<file path="config.mk">
export PLATFORM = sky130hd
export DESIGN_NAME = mlp_result_writer
export DESIGN_NICKNAME = d
export VERILOG_FILES = /design/src/rtl/mlp_result_writer.sv
export SDC_FILE = /design/constraint.sdc
export NUM_CORES = 1
export LEC_CHECK = 0
export ABC_AREA = 1
export CAP_MARGIN = 0
export CORE_ASPECT_RATIO = 1.4
export CORE_MARGIN = 3
export CORE_UTILIZATION = 50
export DETAILED_ROUTE_END_ITERATION = 10
export DONT_BUFFER_PORTS = 1
export GPL_ROUTABILITY_DRIVEN = 0
export SLEW_MARGIN = 20
export SYNTH_ARGS = -nofsm -noshare
export SYNTH_HDL_FRONTEND = slang
export SYNTH_SLANG_ARGS = --single-unit
</file>
<file path="constraint.sdc">
create_clock -name clk_i -period 3.19 [get_ports clk_i]
set_clock_uncertainty 0.15 [all_clocks]
set_input_delay 0.319 -clock clk_i [delete_from_list [all_inputs] [get_ports clk_i]]
set_output_delay 0.319 -clock clk_i [all_outputs]
set_load 0.01 [all_outputs]
</file>
<file path="src/rtl/mlp_result_writer.sv">
// rtl/mlp_result_writer.sv - MLP final-layer score writer with per-image argmax and done signalling
module mlp_result_writer #(
    parameter int IN_IMG_NUM       = 10,
    parameter int NUM_CLASS        = 10,
    parameter int Y_BUF_DATA_WIDTH = 32,
    parameter int Y_BUF_DEPTH      = NUM_CLASS * IN_IMG_NUM * 4,
    localparam int AW              = $clog2(Y_BUF_DEPTH),
    localparam int IMG_W           = (IN_IMG_NUM > 1) ? $clog2(IN_IMG_NUM) : 1,
    localparam int CLS_W           = (NUM_CLASS > 1) ? $clog2(NUM_CLASS) : 1
) (
    input  logic                        clk_i,
    input  logic                        rstn_i,
    input  logic                        start_i,
    input  logic                        s_valid_i,
    output logic                        s_ready_o,
    input  logic [Y_BUF_DATA_WIDTH-1:0] s_data_i,
    output logic                        y_buf_en,
    output logic                        y_buf_wr_en,
    output logic [AW-1:0]               y_buf_addr,
    output logic [Y_BUF_DATA_WIDTH-1:0] y_buf_data,
    output logic                        pred_valid_o,
    output logic [3:0]                  pred_class_o,
    output logic [IMG_W-1:0]            pred_img_o,
    output logic                        busy_o,
    output logic                        done_intr_o,
    output logic                        done_led_o
);

    typedef enum logic [1:0] {
        ST_IDLE = 2'd0,
        ST_RUN  = 2'd1,
        ST_DONE = 2'd2
    } state_t;

    state_t                              r_state;
    logic [CLS_W-1:0]                    r_cls;
    logic [IMG_W-1:0]                    r_img;
    logic [AW-1:0]                       r_addr_cnt;
    logic signed [Y_BUF_DATA_WIDTH-1:0]  r_max;
    logic [CLS_W-1:0]                    r_idx;

    logic                                r_y_buf_en;
    logic [AW-1:0]                       r_y_buf_addr;
    logic [Y_BUF_DATA_WIDTH-1:0]         r_y_buf_data;
    logic                                r_pred_valid;
    logic [3:0]                          r_pred_class;
    logic [IMG_W-1:0]                    r_pred_img;
    logic                                r_done_intr;
    logic                                r_done_led;

    logic                                w_run;
    logic                                w_accept;
    logic                                w_last_cls;
    logic                                w_last_img;
    logic signed [Y_BUF_DATA_WIDTH-1:0]  w_score;
    logic                                w_take;
    logic [CLS_W-1:0]                    w_best_idx;

    assign w_run      = (r_state == ST_RUN);
    assign w_accept   = s_valid_i & w_run;
    assign w_last_cls = (r_cls == CLS_W'(NUM_CLASS - 1));
    assign w_last_img = (r_img == IMG_W'(IN_IMG_NUM - 1));
    assign w_score    = $signed(s_data_i);

    // Strict greater-than keeps the lowest index on ties; class 0 always seeds the max.
    assign w_take     = (r_cls == '0) || (w_score > r_max);
    assign w_best_idx = w_take ? r_cls : r_idx;

    always_ff @(posedge clk_i or negedge rstn_i) begin
        if (!rstn_i) begin
            r_state      <= ST_IDLE;
            r_cls        <= '0;
            r_img        <= '0;
            r_addr_cnt   <= '0;
            r_max        <= '0;
            r_idx        <= '0;
            r_y_buf_en   <= 1'b0;
            r_y_buf_addr <= '0;
            r_y_buf_data <= '0;
            r_pred_valid <= 1'b0;
            r_pred_class <= '0;
            r_pred_img   <= '0;
            r_done_intr  <= 1'b0;
            r_done_led   <= 1'b0;
        end else begin
            r_y_buf_en   <= 1'b0;
            r_pred_valid <= 1'b0;
            r_done_intr  <= 1'b0;

            case (r_state)
                ST_IDLE: begin
                    if (start_i) begin
                        r_state    <= ST_RUN;
                        r_cls      <= '0;
                        r_img      <= '0;
                        r_addr_cnt <= '0;
                    end
                end

                ST_RUN: begin
                    if (w_accept) begin
                        r_y_buf_en   <= 1'b1;
                        r_y_buf_addr <= r_addr_cnt;
                        r_y_buf_data <= s_data_i;
                        r_addr_cnt   <= r_addr_cnt + AW'(4);

                        if (w_take) begin
                            r_max <= w_score;
                            r_idx <= r_cls;
                        end

                        if (w_last_cls) begin
                            r_cls        <= '0;
                            r_img        <= r_img + IMG_W'(1);
                            r_pred_valid <= 1'b1;
                            r_pred_class <= 4'(w_best_idx);
                            r_pred_img   <= r_img;
                            if (w_last_img) begin
                                r_state     <= ST_DONE;
                                r_done_intr <= 1'b1;
                                r_done_led  <= 1'b1;
                            end
                        end else begin
                            r_cls <= r_cls + CLS_W'(1);
                        end
                    end
                end

                ST_DONE: begin
                    // A restart here may coincide with the done pulse of the previous batch.
                    if (start_i) begin
                        r_state    <= ST_RUN;
                        r_cls      <= '0;
                        r_img      <= '0;
                        r_addr_cnt <= '0;
                        r_done_led <= 1'b0;
                    end
                end

                default: r_state <= ST_IDLE;
            endcase
        end
    end

    assign s_ready_o    = w_run;
    assign busy_o       = w_run;
    assign y_buf_en     = r_y_buf_en;
    assign y_buf_wr_en  = r_y_buf_en;
    assign y_buf_addr   = r_y_buf_addr;
    assign y_buf_data   = r_y_buf_data;
    assign pred_valid_o = r_pred_valid;
    assign pred_class_o = r_pred_class;
    assign pred_img_o   = r_pred_img;
    assign done_intr_o  = r_done_intr;
    assign done_led_o   = r_done_led;

endmodule

</file>
==> flow_summary.yaml, run 1 <==
sta:
  worstMarginPinSlew_ns: 0.635
  final_hold_viol_count: 0
  finalCritPeriodShare: 0.864
  period_needed_ns: 2.76
  fin_tns_setup_ns: 0
  drv_slew: 0
  max_freq_mhz: 363
  setup_viol: 0
  maxSlewHeadroom: 0.576
  rsz0062_at_grt: "false"
pwr:
  max-vdd-ir-drop_mv: 0.451
  p_leak_uw: 0.00301
  power_density_mw_per_mm2: 805
  p_total_uw: 4660
global_routing:
  grt_pass1_wl_um: 18300
  grt_max_degree: 105
  track_usage: 0.196
  first_global_vias: 3862
  grt_antenna_before_repair: 0
  grt_overflow_total: 0
synth:
  async_flop_share: 1.00
  yosys_warnings: 0
  synth_area_leaders: "dfrtp_1 (51%), nand2_1 (14%), ha_1 (9.3%)"
  yosysTopAreaCell: "dfrtp_1"
  synthTopCellsByCount: "nand2_1 (184), dfrtp_1 (104), inv_1 (84)"
  ys_types: 31
  ys_ff_latch: 104
  synth.top_cell.area_share: 0.511
  synthFlopType: "dfrtp_1"
  syn_inst: 592
  synth-edff-count: 0
  avgSynthCellArea_sq_um: 8.61
  ys_seq_area_frac: 0.511
  synth.most_common_cell: "nand2_1"
  syn-cell-area_sq_mm: 0.00510
clocking:
  clkTransAtPathRegs_ns: 0.07
  insertion_delay_ns: 0.34
  cts_num_sinks: 104
  cts_root_buffer: "clkbuf_16"
  hold_buffers: 33
  post_cts_buffers: 0
  clockBufferDepth: 2
  cts_buffers: 9
  cts_tree: "built"
  cts.repair.resized: 0
  htreeDepth: 3
die:
  start_util: 0.512
  ios: 92
  coreArea_sq_mm: 0.00995
  die_height_um: 125
  rows: 43
  die_area_sq_mm: 0.0115
  die_x_um: 91.3
worst_setup_path:
  crit_path_cell_trace: "inv_1 > ha_1 > nand2_1 > nor2_2 > nand2_1 > nor3b_2 > nand2_1 > nand2_1 > nand2_2 > nand3_4 > nand2_4 > nand2_4 > nand2_1 > o21ai_1"
  critPathTopFamily: "simple AND/OR/NAND/NOR gates"
  critPathArrivalTime_ns: 2.86
  crit_fanout: 58
  cp_common_cell: "nand2_1"
  crit_path_end_kind: "register"
  criticalPathCategory: "reg2reg"
  worstSetupStartpointType: "register"
  slowest_stage: "nand2_4"
  critPathRequiredTime_ns: 3.29
  critPathBufInv: 1
  slowest_delay_ns: 0.52
finish:
  drive_gt1_frac: 0.0564
  nets: 691
  area_delta_synth_final_pct: 13.6
  antennaDiodeCount: 0
placed_design:
  port_buffers: 0
  hpwlAfterDp_um: 6970
route:
  drtAntennaViolNets: 0
  wire_per_inst_um: 14.1
  drt_wl_total_um: 10700
  viasPerCell: 5.03
  num_vias: 3802
  drt_iter0_markers: 191
  drc: 0
  drt_first_pass_iters: 4
worst_hold_path:
  hp-class: "in2reg"
outcome:
  status: "complete, no violations"
run:
  maxCapViolCount: 0
layout by cell type, fill, tap and decap left out, drive strengths merged, types with 11 or more instances in the layout:
| cell | count |
|---|---|
| dfrtp | 104 |
| nand2 | 187 |
| a21oi | 20 |
| dlygate4sd3 | 32 |
| o21ai | 65 |
| ha | 38 |
| nand3 | 30 |
| clkbuf | 11 |
| nor2 | 20 |
| inv | 84 |
logic make-up (layout without fill, tap and decap cells):
family	after synthesis	after routing	share of synthesized area
compound gates	94	94	0.102
xor+xnor	2	2	0.00344
fa+ha+maj	38	38	0.0933
buf+inv	107	135	0.0891
flops	104	104	0.511
other cells	1	2	0.000736
simple gates	246	246	0.201
flip-flops by register name, indices dropped and copies added, names as in the netlist, 2 cells and up:
| signal | count |
|---|---|
| r_max | 32 |
| pred_img_o | 4 |
| r_img | 4 |
| r_state | 2 |
| y_buf_addr | 7 |
| pred_class_o | 4 |
| r_addr_cnt | 7 |
| y_buf_data | 32 |
| r_cls | 4 |
| r_idx | 4 |
final cells by class:
type | count | area [sq um]
Clock buffer | 11 | 243
Clock inverter | 4 | 45.0
Fill cell | 905 | 4160
Inverter | 84 | 315
Multi-Input combinational cell | 382 | 2050
Sequential cell | 104 | 2600
Tap cell | 135 | 169
Timing Repair Buffer | 36 | 370
metrics by stage:
step	area (sq um)	cells	hold slack (ns)	util	worst slack, ns
global placement	5160	708	-0.124	0.518	0.503
CTS	5790	756	0.0157	0.582	0.381
global route	5790	756	0.0293	0.582	0.140
floorplan	5100	593	-0.127	-	0.989
detailed placement	5160	708	-0.124	0.518	0.407
finish	5790	756	0.0195	0.582	0.435
layer usage:
layer	share of wire	GRT usage	wire, um	up-vias
met2	0.48	0.320	5090	87
met5	0	0	0	-
met4	0.015	0.0613	157	0
met3	0.051	0.0439	545	12
met1	0.46	0.259	4870	1787
li1	-	-	-	1916
path summary, 6_finish.rpt:
path                                   start              to  slack, ns  depth (start not counted)
worst max-delay path               r_max[31]       r_max[25]       0.43                         14
worst min-delay path            s_data_i[29]       r_max[29]       0.02                          2
worst max register to register     r_max[31]       r_max[25]       0.43                         14
worst min register to register      r_max[7]        r_max[7]       0.32                          2
max in group asynchronous             rstn_i  y_buf_data[20]       2.06                          2
min in group asynchronous             rstn_i  y_buf_data[25]       0.39                          2
power breakdown:
group | switching [uW] | total, uW | internal, uW
combinational | 929 | 1500 | 573
clock | 471 | 1090 | 622
sequential | 331 | 2070 | 1740
total | 1730 | 4660 | 2930
(Power assumes the default switching activity.)
==> run 2: changes to the inputs <==
--- a/config.mk
+++ b/config.mk
@@ -13,6 +13,7 @@
 export DETAILED_ROUTE_END_ITERATION = 10
 export DONT_BUFFER_PORTS = 1
 export GPL_ROUTABILITY_DRIVEN = 0
+export HOLD_SLACK_MARGIN = 0.08
 export SLEW_MARGIN = 20
 export SYNTH_ARGS = -nofsm -noshare
 export SYNTH_HDL_FRONTEND = slang
==> run 2 against run 1 <==
Core utilization increased by 0.30 points. Via count increased by 0.11%. Clock power about the same. Non-clock buffer count increased by 3. Global-route usage increased by 0.10 points. Worst setup slack improved by 0.0019 ns. Clock-buffer cell count unchanged. Die area unchanged. Final cell count increased by 0.40%. Critical path depth unchanged. Largest power group unchanged.
==> flow_summary.yaml, run 2 (same netlist as run 1, synthesis figures left out) <==
finish:
  finish.instance_area_sq_mm: 0.00582
  area_delta_synth_final_pct: 14.2
  antennaDiodeCount: 0
  fillCellCount: 900
  nets: 694
  drive_gt1_frac: 0.0561
  mostFrequentLayoutCells: "nand2_1 (183), dfrtp_1 (104), inv_1 (84)"
  layout_commonest_cell: "nand2_1"
sta:
  max_freq_mhz: 363
  fin_tns_setup_ns: 0
  maxSlewHeadroom: 0.576
  setup_viol: 0
  period_needed_ns: 2.75
  worstMarginPinSlew_ns: 0.636
  rsz0062_at_grt: "false"
  finalCritPeriodShare: 0.863
  drv_slew: 0
  postLayoutSetupSlackWorst_ns: 0.436
  final_hold_viol_count: 0
die:
  coreArea_sq_mm: 0.00995
  die_height_um: 125
  ios: 92
  start_util: 0.512
  die_area_sq_mm: 0.0115
  rows: 43
  die_x_um: 91.3
worst_setup_path:
  crit_fanout: 58
  critPathTopFamily: "simple AND/OR/NAND/NOR gates"
  crit_path_end_kind: "register"
  cp_common_cell: "nand2_1"
  reg2reg_from: "r_max[31]"
  slowest_delay_ns: 0.52
  critPathArrivalTime_ns: 2.86
  worstSetupStartpointType: "register"
  critPathRequiredTime_ns: 3.29
  criticalPathCategory: "reg2reg"
  critPathBufInv: 1
  crit_path_cell_trace: "inv_1 > ha_1 > nand2_1 > nor2_2 > nand2_1 > nor3b_2 > nand2_1 > nand2_1 > nand2_2 > nand3_4 > nand2_4 > nand2_4 > nand2_1 > o21ai_1"
  startpoint: "r_max[31]"
  slowest_stage: "nand2_4"
worst_hold_path:
  hp-class: "in2reg"
  holdCritStartpoint: "start_i"
global_routing:
  grt_max_degree: 105
  grt_pass1_wl_um: 18400
  grt_overflow_total: 0
  track_usage: 0.197
  busiest_layer: "met2"
  met1_usage: 0.262
  grtUsageMet3: 0.0427
  grt_antenna_before_repair: 0
  grt_use_met2: 0.321
  first_global_vias: 3872
route:
  drt_first_pass_iters: 4
  drt_iter0_markers: 175
  num_vias: 3806
  viasPerCell: 5.01
  drt_wl_total_um: 10700
  drtAntennaViolNets: 0
  drc: 0
  wire_per_inst_um: 14.1
placed_design:
  place_ws_ns: 0.407
  post_dp_cell_area_sq_mm: 0.00516
  port_buffers: 0
  hpwlAfterDp_um: 6970
clocking:
  cts_tree: "built"
  insertion_delay_ns: 0.34
  clkTransAtPathRegs_ns: 0.07
  cts_buffers: 9
  clockBufferDepth: 2
  cts_num_sinks: 104
  cts.repair.resized: 0
  post_cts_buffers: 0
  cts_root_buffer: "clkbuf_16"
  htreeDepth: 3
  hold_buffers: 36
pwr:
  p_leak_uw: 0.00303
  power_density_mw_per_mm2: 801
  max-vdd-ir-drop_mv: 0.451
run:
  maxCapViolCount: 0
outcome:
  status: "complete, no violations"
run 2: changes by cell type in the layout (fill, tap and decap cells not counted):
cell and delta:
dlygate4sd3_1 +3
run 2: final timing paths:
check,cells past startpoint,slack (ns),endpoint
max in group asynchronous,2,2.07,r_idx[3]
hold reg to reg,2,0.32,r_max[7]
setup / recovery,14,0.44,r_max[25]
min in group asynchronous,2,0.39,y_buf_data[25]
hold / removal,2,0.13,r_state[0]
setup reg to reg,14,0.44,r_max[25]
run 2: area by class of cell:
cell class	instances	area, sq um	share of cell area
inverter	84	315	0.0542
sequential	104	2600	0.447
multi-input combinational	382	2050	0.352
tap	135	169	0.0290
timing repair buffer	39	400	0.0688
clock buffer	11	243	0.0417
clock inverter	4	45.0	0.00774
run 2: metrics by stage:
stage | hold WS, ns | utilization | cells | total power [uW]
3_5_place_dp | -0.124 | 0.518 | 708 | 3550
3_3_place_gp | -0.124 | 0.518 | 708 | 3480
5_1_grt | 0.120 | 0.585 | 759 | 5090
4_1_cts | 0.113 | 0.585 | 759 | 4730
2_1_floorplan | -0.127 | - | 593 | 3280
6_report | 0.128 | 0.585 | 759 | 4660
run 2: routing by layer:
metal	wire, um	part of all wire
met1	4930	0.46
met2	5070	0.47
met3	514	0.048
met4	180	0.017
met5	0	0
run 2: where the power goes:
| group | total (uW) | internal [uW] | switching [uW] |
|---|---|---|---|
| clock network | 1090 | 622 | 468 |
| logic | 1500 | 575 | 928 |
| registers | 2070 | 1740 | 331 |
==> run 3: changes to the inputs <==
--- a/config.mk
+++ b/config.mk
@@ -14,6 +14,7 @@
 export DONT_BUFFER_PORTS = 1
 export GPL_ROUTABILITY_DRIVEN = 0
 export HOLD_SLACK_MARGIN = 0.08
+export RECOVER_POWER = 25
 export SLEW_MARGIN = 20
 export SYNTH_ARGS = -nofsm -noshare
 export SYNTH_HDL_FRONTEND = slang
==> run 3 against run 2 <==
Worst hold slack is the same. Critical path type unchanged. Largest cell class unchanged. Total power is essentially flat. Fmax is the same. Non-clock buffer count is the same. Register-to-register slack is essentially flat. Cell area shrank 0.34%.
==> flow_summary.yaml, run 3 (same netlist as run 1, synthesis figures left out) <==
outcome:
  status: "complete, no violations"
sta:
  final_hold_viol_count: 0
  maxSlewHeadroom: 0.0390
  max_freq_mhz: 363
  worstMarginPinSlew_ns: 1.44
  setup_viol: 0
  rsz0062_at_grt: "false"
  postLayoutSetupSlackWorst_ns: 0.436
  finalCritPeriodShare: 0.863
  period_needed_ns: 2.75
  drv_slew: 0
  fin_tns_setup_ns: 0
route:
  drc: 0
  drt_first_pass_iters: 4
  wire_per_inst_um: 14.1
  drt_wl_total_um: 10700
  num_vias: 3806
  viasPerCell: 5.01
  drt_iter0_markers: 175
  drtAntennaViolNets: 0
placed_design:
  place_ws_ns: 0.407
  port_buffers: 0
  dpl.cell_count: 708
  hpwlAfterDp_um: 6970
worst_hold_path:
  holdCritStartpoint: "start_i"
  hp-class: "in2reg"
  holdPathEnd: "r_state[0]"
  hold_path_depth: 2
worst_setup_path:
  slowest_delay_ns: 0.52
  rrSetupSlack_ns: 0.44
  critPathArrivalTime_ns: 2.86
  r2r_end: "r_max[25]"
  worstSetupStartpointType: "register"
  slowest_stage: "nand2_4"
  reg2reg_from: "r_max[31]"
  criticalPathCategory: "reg2reg"
  crit_path_cell_trace: "inv_1 > ha_1 > nand2_1 > nor2_2 > nand2_1 > nor3b_2 > nand2_1 > nand2_1 > nand2_2 > nand3_4 > nand2_4 > nand2_4 > nand2_1 > o21ai_1"
  critPathBufInv: 1
  cp_common_cell: "nand2_1"
  path_depth: 14
  critPathTopFamily: "simple AND/OR/NAND/NOR gates"
  crit_path_end_kind: "register"
  worstRegToRegCells: 14
  crit_fanout: 58
  critPathRequiredTime_ns: 3.29
die:
  die_height_um: 125
  die_area_sq_mm: 0.0115
  start_util: 0.512
  coreArea_sq_mm: 0.00995
  die_x_um: 91.3
  ios: 92
  rows: 43
finish:
  fin_cells: 759
  layout_commonest_cell: "nand2_1"
  area_delta_synth_final_pct: 13.8
  antennaDiodeCount: 0
  fillCellCount: 902
  mostFrequentLayoutCells: "nand2_1 (183), dfrtp_1 (104), inv_1 (84)"
  nets: 694
  drive_gt1_frac: 0.0561
clocking:
  cts_num_sinks: 104
  htreeDepth: 3
  cts_root_buffer: "clkbuf_16"
  clockBufferDepth: 2
  clkTransAtPathRegs_ns: 0.07
  insertion_delay_ns: 0.34
  cts_tree: "built"
  cts_buffers: 9
  cts.repair.resized: 0
global_routing:
  track_usage: 0.197
  grt_use_met2: 0.321
  grtUsageMet3: 0.0427
  met1_usage: 0.262
  grt_antenna_before_repair: 0
  first_global_vias: 3872
  grt_max_degree: 105
  grt_overflow_total: 0
  grt_pass1_wl_um: 18400
  busiest_layer: "met2"
pwr:
  max-vdd-ir-drop_mv: 0.451
  power_density_mw_per_mm2: 803
  p_leak_uw: 0.00302
  p_total_uw: 4660
run:
  maxCapViolCount: 0
[run 3: changes by cell type in the layout (fill, tap and decap cells not counted), sizes merged]
cell    previous run  this run
buf                4         3
clkbuf            11        12
[run 3: cell type report]
class                      instances  area [sq um]  share of cell area
clock buffer                      11           243              0.0418
clock inverter                     4          45.0             0.00776
inverter                          84           315              0.0543
multi-input combinational        382          2050               0.353
sequential                       104          2600               0.449
tap                              135           169              0.0291
timing repair buffer              39           380              0.0656
[run 3: how the worst max path moves through the flow]
stage | from | slack (ns) | endpoint
2_1_floorplan | r_max[31] | 0.99 | r_idx[1]
3_3_place_gp | r_max[31] | 0.50 | r_max[27]
3_5_place_dp | r_max[31] | 0.41 | r_idx[0]
4_1_cts | r_max[31] | 0.38 | r_idx[0]
5_1_grt | r_max[31] | 0.13 | r_max[22]
6_report | r_max[31] | 0.44 | r_max[25]
[run 3: repair_timing]
item | in CTS | in global routing
buffers inserted | 0 | 0
hold buffers | 36 | 0
hold endpoints to repair | 170 | 0
[run 3: power breakdown]
group	total, uW	internal [uW]	leakage, uW	switching [uW]
clock	1090	622	0.000145	468
sequential	2070	1740	0.00131	331
combinational	1500	572	0.00156	927
total	4660	2930	0.00302	1730
[run 3: stage by stage]
step	hold slack, ns	area (sq um)	util
2_1_floorplan	-0.127	5100	-
3_3_place_gp	-0.124	5160	0.518
3_5_place_dp	-0.124	5160	0.518
4_1_cts	0.113	5820	0.585
5_1_grt	0.120	5800	0.583
6_report	0.128	5800	0.583
[run 3: routing by layer]
| metal | up-vias | wire, um |
|---|---|---|
| li1 | 1922 | - |
| met1 | 1792 | 4930 |
| met5 | - | 0 |
| met4 | 0 | 180 |
| met3 | 14 | 514 |
| met2 | 78 | 5080 |
